**config.mk**
```make
export PLATFORM = sky130hd
export DESIGN_NAME = ed25519_host_link
export DESIGN_NICKNAME = d
export VERILOG_FILES = /design/src/rtl/ed25519_pkg.sv /design/src/rtl/ed25519_host_link_rsp_deser.sv /design/src/rtl/ed25519_host_link.sv
export SDC_FILE = /design/constraint.sdc
export NUM_CORES = 2
export LEC_CHECK = 0
export CAP_MARGIN = 15
export CORE_AREA = 4 4 558 560
export CTS_CLUSTER_DIAMETER = 120
export DETAILED_ROUTE_END_ITERATION = 10
export DIE_AREA = 0 0 562 564
export MAX_ROUTING_LAYER = met4
export PLACE_DENSITY_LB_ADDON = 0.2
export SYNTH_ARGS = -nofsm -noshare
export SYNTH_HDL_FRONTEND = slang
export SYNTH_HIERARCHICAL = 1
export SYNTH_SLANG_ARGS = --single-unit
```
**constraint.sdc**
```tcl
create_clock -name i_clk -period 32.5 [get_ports i_clk]
set_input_delay 3.25 -clock i_clk [delete_from_list [all_inputs] [get_ports i_clk]]
set_output_delay 3.25 -clock i_clk [all_outputs]
set_load 0.005 [all_outputs]
```
**src/rtl/ed25519_pkg.sv**
```systemverilog
// Shared types and sizing for the ED25519 host link.
package ed25519_pkg;

    localparam int BEAT_W   = 64;
    localparam int COORD_W  = 256;
    localparam int TX_BEATS = 12;
    localparam int RX_BEATS = 8;
    localparam int JOB_W    = 3 * COORD_W;
    localparam int RSP_W    = 2 * COORD_W;

    typedef enum logic [1:0] {
        S_IDLE,
        S_SEND,
        S_RECV,
        S_RESP
    } host_state_t;

endpackage

```
**src/rtl/ed25519_host_link_rsp_deser.sv**
```systemverilog
// Result deserialiser: collects 8 beats MSW first into {x, y}.
module ed25519_rsp_deser
    import ed25519_pkg::*;
(
    input  logic               i_clk,
    input  logic               i_rst,
    input  logic               i_clr,
    input  logic               i_load,
    input  logic [BEAT_W-1:0]  i_beat,
    output logic               o_last,
    output logic [COORD_W-1:0] o_x,
    output logic [COORD_W-1:0] o_y
);

    logic [RSP_W-1:0] data_q, data_d;
    logic [3:0]       cnt_q, cnt_d;

    always_comb begin
        data_d = data_q;
        cnt_d  = cnt_q;
        o_last = 1'b0;
        if (i_clr) begin
            data_d = '0;
            cnt_d  = '0;
        end else if (i_load) begin
            data_d = {data_q[RSP_W-BEAT_W-1:0], i_beat};
            if (cnt_q == 4'(RX_BEATS - 1)) begin
                cnt_d  = '0;
                o_last = 1'b1;
            end else begin
                cnt_d = cnt_q + 4'd1;
            end
        end
    end

    always_ff @(posedge i_clk or posedge i_rst) begin
        if (i_rst) begin
            data_q <= '0;
            cnt_q  <= '0;
        end else begin
            data_q <= data_d;
            cnt_q  <= cnt_d;
        end
    end

    assign o_x = data_q[RSP_W-1:COORD_W];
    assign o_y = data_q[COORD_W-1:0];

endmodule

```
**src/rtl/ed25519_host_link.sv**
```systemverilog
// Host-side job serialiser / result deserialiser for the ED25519 accelerator.
// Optional rx watchdog enabled by defining ED25519_HOST_TIMEOUT_EN.
module ed25519_host_link
    import ed25519_pkg::*;
#(
    parameter int BEAT_W_P = BEAT_W,
    parameter int TIMEOUT_CYCLES = 1048576
) (
    input  logic                 i_clk,
    input  logic                 i_rst,
    input  logic                 i_req_valid,
    output logic                 o_req_ready,
    input  logic [COORD_W-1:0]   i_req_m,
    input  logic [COORD_W-1:0]   i_req_x,
    input  logic [COORD_W-1:0]   i_req_y,
    output logic                 o_tx_valid,
    input  logic                 i_tx_ready,
    output logic [BEAT_W_P-1:0]  o_tx_data,
    input  logic                 i_rx_valid,
    output logic                 o_rx_ready,
    input  logic [BEAT_W_P-1:0]  i_rx_data,
    output logic                 o_rsp_valid,
    input  logic                 i_rsp_ready,
    output logic [COORD_W-1:0]   o_rsp_x,
    output logic [COORD_W-1:0]   o_rsp_y,
    output logic                 o_rsp_timeout
);

    localparam int SH_W = JOB_W - BEAT_W_P;

    host_state_t         state_q, state_d;
    logic                req_ready_q, req_ready_d;
    logic                tx_valid_q, tx_valid_d;
    logic [BEAT_W_P-1:0] tx_data_q, tx_data_d;
    logic                rx_ready_q, rx_ready_d;
    logic                rsp_valid_q, rsp_valid_d;
    logic [3:0]          cnt_q, cnt_d;
    logic [SH_W-1:0]     shreg_q, shreg_d;

    logic req_hs, tx_hs, rx_hs, rsp_hs;
    logic deser_clr, deser_last;

`ifdef ED25519_HOST_TIMEOUT_EN
    logic        timeout_q, timeout_d;
    logic [19:0] wd_q, wd_d;
`endif

    assign req_hs = i_req_valid & req_ready_q;
    assign tx_hs  = tx_valid_q & i_tx_ready;
    assign rx_hs  = i_rx_valid & rx_ready_q;
    assign rsp_hs = rsp_valid_q & i_rsp_ready;

    ed25519_rsp_deser u_deser (
        .i_clk  (i_clk),
        .i_rst  (i_rst),
        .i_clr  (deser_clr),
        .i_load (rx_hs),
        .i_beat (i_rx_data),
        .o_last (deser_last),
        .o_x    (o_rsp_x),
        .o_y    (o_rsp_y)
    );

    always_comb begin
        state_d     = state_q;
        req_ready_d = req_ready_q;
        tx_valid_d  = tx_valid_q;
        tx_data_d   = tx_data_q;
        rx_ready_d  = rx_ready_q;
        rsp_valid_d = rsp_valid_q;
        cnt_d       = cnt_q;
        shreg_d     = shreg_q;
        deser_clr   = 1'b0;
`ifdef ED25519_HOST_TIMEOUT_EN
        timeout_d   = timeout_q;
        wd_d        = wd_q;
`endif
        unique case (state_q)
            S_IDLE: begin
                req_ready_d = 1'b1;
                if (req_hs) begin
                    req_ready_d = 1'b0;
                    tx_valid_d  = 1'b1;
                    tx_data_d   = i_req_m[COORD_W-1 -: BEAT_W_P];
                    shreg_d     = {i_req_m[COORD_W-BEAT_W_P-1:0],
                                   i_req_x, i_req_y};
                    cnt_d       = '0;
                    deser_clr   = 1'b1;
                    state_d     = S_SEND;
                end
            end
            S_SEND: begin
                if (tx_hs) begin
                    if (cnt_q == 4'(TX_BEATS - 1)) begin
                        tx_valid_d = 1'b0;
                        tx_data_d  = '0;
                        cnt_d      = '0;
                        rx_ready_d = 1'b1;
                        state_d    = S_RECV;
`ifdef ED25519_HOST_TIMEOUT_EN
                        wd_d       = '0;
`endif
                    end else begin
                        cnt_d     = cnt_q + 4'd1;
                        tx_data_d = shreg_q[SH_W-1 -: BEAT_W_P];
                        shreg_d   = {shreg_q[SH_W-BEAT_W_P-1:0],
                                     {BEAT_W_P{1'b0}}};
                    end
                end
            end
            S_RECV: begin
`ifdef ED25519_HOST_TIMEOUT_EN
                wd_d = rx_hs ? 20'd0 : wd_q + 20'd1;
`endif
                if (deser_last) begin
                    rx_ready_d  = 1'b0;
                    rsp_valid_d = 1'b1;
                    state_d     = S_RESP;
                end
`ifdef ED25519_HOST_TIMEOUT_EN
                else if (!rx_hs &&
                         wd_q == 20'(TIMEOUT_CYCLES - 1)) begin
                    rx_ready_d  = 1'b0;
                    rsp_valid_d = 1'b1;
                    timeout_d   = 1'b1;
                    deser_clr   = 1'b1;
                    state_d     = S_RESP;
                end
`endif
            end
            S_RESP: begin
                if (rsp_hs) begin
                    rsp_valid_d = 1'b0;
                    req_ready_d = 1'b1;
                    state_d     = S_IDLE;
`ifdef ED25519_HOST_TIMEOUT_EN
                    timeout_d   = 1'b0;
`endif
                end
            end
            default: state_d = S_IDLE;
        endcase
    end

    always_ff @(posedge i_clk or posedge i_rst) begin
        if (i_rst) begin
            state_q     <= S_IDLE;
            req_ready_q <= 1'b0;
            tx_valid_q  <= 1'b0;
            tx_data_q   <= '0;
            rx_ready_q  <= 1'b0;
            rsp_valid_q <= 1'b0;
            cnt_q       <= '0;
            shreg_q     <= '0;
`ifdef ED25519_HOST_TIMEOUT_EN
            timeout_q   <= 1'b0;
            wd_q        <= '0;
`endif
        end else begin
            state_q     <= state_d;
            req_ready_q <= req_ready_d;
            tx_valid_q  <= tx_valid_d;
            tx_data_q   <= tx_data_d;
            rx_ready_q  <= rx_ready_d;
            rsp_valid_q <= rsp_valid_d;
            cnt_q       <= cnt_d;
            shreg_q     <= shreg_d;
`ifdef ED25519_HOST_TIMEOUT_EN
            timeout_q   <= timeout_d;
            wd_q        <= wd_d;
`endif
        end
    end

    assign o_req_ready = req_ready_q;
    assign o_tx_valid  = tx_valid_q;
    assign o_tx_data   = tx_data_q;
    assign o_rx_ready  = rx_ready_q;
    assign o_rsp_valid = rsp_valid_q;
`ifdef ED25519_HOST_TIMEOUT_EN
    assign o_rsp_timeout = timeout_q;
`else
    assign o_rsp_timeout = 1'b0;
`endif

endmodule
```
[Word-level counts from Yosys, hierarchy flattened]
Index checks and enable logic that the tools add are counted.
Word-level totals
  register bits after elaboration: 1294
  bits of input ports: 838
  output and inout port bits: 581
  logic and storage cells: 82
Operators by class
  add/subtract/negate cells: 2
  equal/unequal tests: 11
  mux-type cells: 42
  bitwise operators: 4
  reductions and logical operators: 13
Operator list (number)
  2-to-1 mux 704 bit: 3
  case mux 704 bit (2 select lines): 1
  2-to-1 mux 512 bit: 2
  2-to-1 mux 64 bit: 3
  case mux 64 bit (2 select lines): 1
  2-to-1 mux 4 bit: 6
  2-to-1 mux 1 bit: 15
  != test 2 bit, second input constant: 6
  AND reduction 4 bit: 3
  2-to-1 mux 2 bit: 5
  nonzero test 2 bit: 5
  adder 4 x 1 -> 4 bit, second input constant: 2
  case mux 1 bit (2 select lines): 4
  case mux 2 bit (4 select lines): 1
  case mux 4 bit (2 select lines): 1
  AND reduction 3 bit: 2
  AND reduction 5 bit: 1
  AND 1 bit: 4
  == test 2 bit, second input constant: 2
  == test 4 x 3 -> 1 bit, second input constant: 1
  == test 4 bit, second input constant: 1
  == test 2 x 1 -> 1 bit, second input constant: 1
  zero test 2 bit: 1
  AND reduction 2 bit: 1

[Depth between registers and ports, before layout]
  depth after elaboration: 6
  gate-level depth with buffers: 11
  gate-level depth less buffers: 8

[Cells and area by module]
The synthesis kept the hierarchy.
By module, submodules not included
  ed25519_host_link: times used 1, cells each 3270, area each 35012.3 µm², seq. area each 19468.7 µm²
  ed25519_rsp_deser: times used 1, cells each 1672, area each 20769.9 µm², seq. area each 12912.4 µm²

[Least setup slack after synthesis]
OpenSTA, ideal clock, no wires.
  kind: input -> register
  start: input i_rx_valid
  end: register state_q[1]
  setup time: 125 ps
  arrival time: 4816 ps
  required time: 32375 ps
  slack: 27559 ps
  stages: 11
  buffers on the path: 4
  cells stage by stage: and2_1 -> buf_2 -> buf_6 -> buf_6 -> buf_6 -> nand4b_1 -> nor2_1 -> inv_1 -> a21oi_1 -> nand4bb_1 -> mux2_2
On the way
  word-level cells in the longest chain between the ends: 5
RTL lines
  from (decl): RTL line ed25519_host_link.sv:19  | input logic i_rx_valid,
  AND 1 bit: RTL line ed25519_host_link.sv:50  | assign rx_hs = i_rx_valid & rx_ready_q;
  2-to-1 mux 1 bit: RTL line ed25519_host_link_rsp_deser.sv:25  | end else if (i_load) begin
  2-to-1 mux 1 bit: RTL line ed25519_host_link_rsp_deser.sv:22  | if (i_clr) begin
  net deser_last: RTL line ed25519_host_link.sv:41  | logic deser_clr, deser_last;
  != test 2 bit (no line)
  AND reduction 5 bit (no line)
  to (signal assigned): RTL line ed25519_host_link.sv:160  | state_q <= state_d;
  to (decl): RTL line ed25519_host_link.sv:31  | host_state_t state_q, state_d;
The timed path passes the listed nets, and every way through them passes these cells.
A chain may end at the register's enable or synchronous reset.

[Final worst setup path]
  start: input i_rx_valid
  end: register u_deser.data_q[118]
On the way
  word-level cells in the longest chain between the ends: 2
RTL lines
  AND 1 bit: RTL line ed25519_host_link.sv:50
  net rx_hs: RTL line ed25519_host_link.sv:40  | logic req_hs, tx_hs, rx_hs, rsp_hs;
  nonzero test 2 bit (no line)
  to (signal assigned): RTL line ed25519_host_link_rsp_deser.sv:41  | data_q <= data_d;
  to (decl): RTL line ed25519_host_link_rsp_deser.sv:15  | logic [RSP_W-1:0] data_q, data_d;
The timed path passes the listed nets, and every way through them passes these cells.

==> results_dict.tcl <==
set metrics [dict create \
    die-height_microns 564 \
    kind_of_end_point_of_the_critical_path "flip-flop" \
    cts_repair_resize_count 0 \
    layout.cells.most_common "sky130_fd_sc_hd__clkdlybuf4s50_1" \
    global_route.usage.total_pct 17.2 \
    globalplace.congestion 0.885 \
    ios 1419 \
    dieArea_sq_mm 0.317 \
    crit_path_max_incr_delay_ns 0.83 \
    route.detailed.drc 0 \
    grt_first_pass_wirelength_microns 373000 \
    cts_inserted_buffers 174 \
    grt_start_max_net_pins 255 \
    cp_top_family "buffers and inverters" \
    synthArstFlopShare_pct 100 \
    cts_root_buf "sky130_fd_sc_hd__clkbuf_16" \
    slowest_stage "sky130_fd_sc_hd__buf_4" \
    placementRows 203 \
    max-vdd-ir-drop_mv 0.0400 \
    timing.critical_path.mode_cell "sky130_fd_sc_hd__buf_4" \
    report.final.setup_viol 0 \
    synth.cell_area_sq_mm 0.0558 \
    fmax_mhz 122 \
    run_status "finished clean" \
    crit_buf_inv 6 \
    final_nets 7070 \
    first_pass_iters 7 \
    route.antenna.remaining_nets 0 \
    arrival_ns 8.85 \
    clock_sink_count 1294 \
    reported_leakage_power_nw 36.7 \
    floorplan.die.width_microns 562 \
    vias_in_the_first_global_route 43300 \
    p_total_mw 3.79 \
    wirelength_microns 275000 \
    ys_warn_count 6 \
    worst_slew_margin_rel_pct 19.7 \
    synth_edf_count 0 \
    worst_setup_hold_path_clk_slew_ns 0.06 \
    synth-seq-area-share_pct 58.0 \
    worstPathCellList "clkdlybuf4s50_1 > and2_4 > buf_4 > buf_4 > buf_4 > buf_4 > buf_4 > mux2i_1 > nor2_1" \
    ys_ff_latch 1294 \
    clock_insertion_delay_worst_skew_ns 0.87 \
    timing.setup.tns_ns 0 \
    period_utilization_post_route_pct 25.3 \
    via_per_inst 4.06 \
    antenna_found_initial 262 \
    floorplan.initialDensity_pct 18.2 \
    worst_min_delay_path_category "reg -> reg" \
    dp.final_hpwl_microns 214000 \
    worstSetupPathType "in -> reg" \
    syn-mean-instance-area_sq_um 11.3 \
    synthDistinctLibCells 44 \
    syn_nets 5788 \
    cts_hold_repair.buffers 0 \
    synthCells 4942 \
    finalNonFillerCells 10600 \
    fin_crit_ns 8.23 \
    critPathRequiredTime_ns 33.12 \
    pd_cells_mw_per_mm2 47.7 \
    drt-initial-drc-count 3011 \
    mostFrequentLayoutCells "sky130_fd_sc_hd__clkdlybuf4s50_1, sky130_fd_sc_hd__dfrtp_1, sky130_fd_sc_hd__nor2_1" \
    post-cts-setup-buffer-count 0 \
    timing.final.max_slew_violations 0 \
    wl_per_cell_microns 25.9 \
    clock_skew_ns 0.116 \
    critPathLaunchType "input port" \
    cts.path.max_buffers 4 \
    clock_tree.htree_level_count 4 \
    drive_above_1_share_pct 5.31 \
    drv.max_cap_violation_count 0 \
    areaGrowthSynthToFinish_pct 42.4 \
    dp.cells 10100 \
    crit_fanout 53 \
    tightest_slew_ns 1.20 \
    floorplan.core_area_sq_mm 0.306 \
    via_count 43000 \
    n_fill_cell 32500 \
    timing_hold_violations_final 0 \
    rsz_0062_raised_after_global_routing "no" \
    grt_overflow 0 \
    buffer_ports.inserted 1417 \
    clock_tree_from_tritoncts "built" \
    synth_ff_type "sky130_fd_sc_hd__dfrtp_1" \
]
## cells by family after synthesis
group                    Yosys count  share of synthesized area [%]
AND/OR/NAND/NOR                 1316                           8.97
buffers and inverters            380                           3.94
adder cells (fa/ha/maj)            8                          0.179
other                              1                        0.00672
flip-flops                      1294                           58.0
multiplexers                    1157                           20.8
AO/OA/AOI/OAI                    784                           8.06
XOR/XNOR                           2                         0.0314
## per-layer routing
metal	part of all wire (%)	track usage [%]	up-vias
met3	7.8	5.44	503
met1	42	21.0	21200
met5	0	-	-
li1	-	-	19900
met4	3.6	6.46	0
met2	46	26.5	1446
## state kept, by name, indices dropped and copies added (netlist names)
signal,count
shreg_q,704
u_deser/data_q,512
o_tx_data,64
cnt_q,4
u_deser/cnt_q,4
state_q,2
o_req_ready,1
o_rsp_valid,1
o_rx_ready,1
o_tx_valid,1
## path summary, 6_finish.rpt
check	from	to	slack, ns	depth (start not counted)
max reg2reg	o_rx_ready$_DFFE_PP0P_	u_deser/data_q[118]$_DFFE_PP0P_	26.76	8
min	shreg_q[6]$_DFFE_PP0P_	shreg_q[6]$_DFFE_PP0P_	0.50	1
max	i_rx_valid	u_deser/data_q[118]$_DFFE_PP0P_	24.27	9
min reg2reg	shreg_q[6]$_DFFE_PP0P_	shreg_q[6]$_DFFE_PP0P_	0.50	1
min in group asynchronous	i_rst	shreg_q[535]$_DFFE_PP0P_	3.12	2
max in group asynchronous	i_rst	shreg_q[73]$_DFFE_PP0P_	25.87	6
## through the flow
stage	worst slack [ns]	area [sq um]	util, %	hold slack (ns)
finish	24.27	79400	26.0	0.503
global placement	23.52	73500	24.0	0.486
CTS	24.43	79000	25.8	0.507
detailed placement	23.55	73500	24.0	0.491
global route	24.07	79400	26.0	0.511
floorplan	7.41	55800	-	0.466
## cell usage after synthesis (all sizes together) (3+ instances only)
| cell | n | share of area [%] |
|---|---|---|
| nor2 | 1288 | 8.7 |
| clkbuf | 127 | 0.87 |
| mux2 | 3 | 0.061 |
| a21oi | 643 | 5.8 |
| nor3 | 3 | 0.036 |
| dfrtp | 1294 | 58 |
| ha | 8 | 0.18 |
| buf | 246 | 3.0 |
| a22o | 65 | 1.0 |
| mux2i | 1154 | 21 |
| a221oi | 64 | 1.0 |
| inv | 7 | 0.047 |
| nand2 | 9 | 0.061 |
| o21ai | 4 | 0.043 |
## area by class of cell
cell class | instances | area (sq um) | share of cell area (%)
flip-flops and latches | 1294 | 32400 | 40.8
multi-input cells | 3268 | 21300 | 26.8
repair buffers | 1479 | 14800 | 18.6
well taps | 4100 | 5130 | 6.46
clock buffers | 258 | 5040 | 6.35
clock inverters | 38 | 429 | 0.540
diodes | 159 | 398 | 0.501
inverters | 7 | 41.3 | 0.0520
## where the power goes
| part | total (mW) | leakage [nW] | switching (mW) | internal [mW] |
|---|---|---|---|---|
| clock network | 1.89 | 2.67 | 0.775 | 1.11 |
| registers | 1.68 | 16.6 | 0.0289 | 1.65 |
| logic | 0.225 | 17.5 | 0.101 | 0.124 |
(Power assumes the default switching activity.)
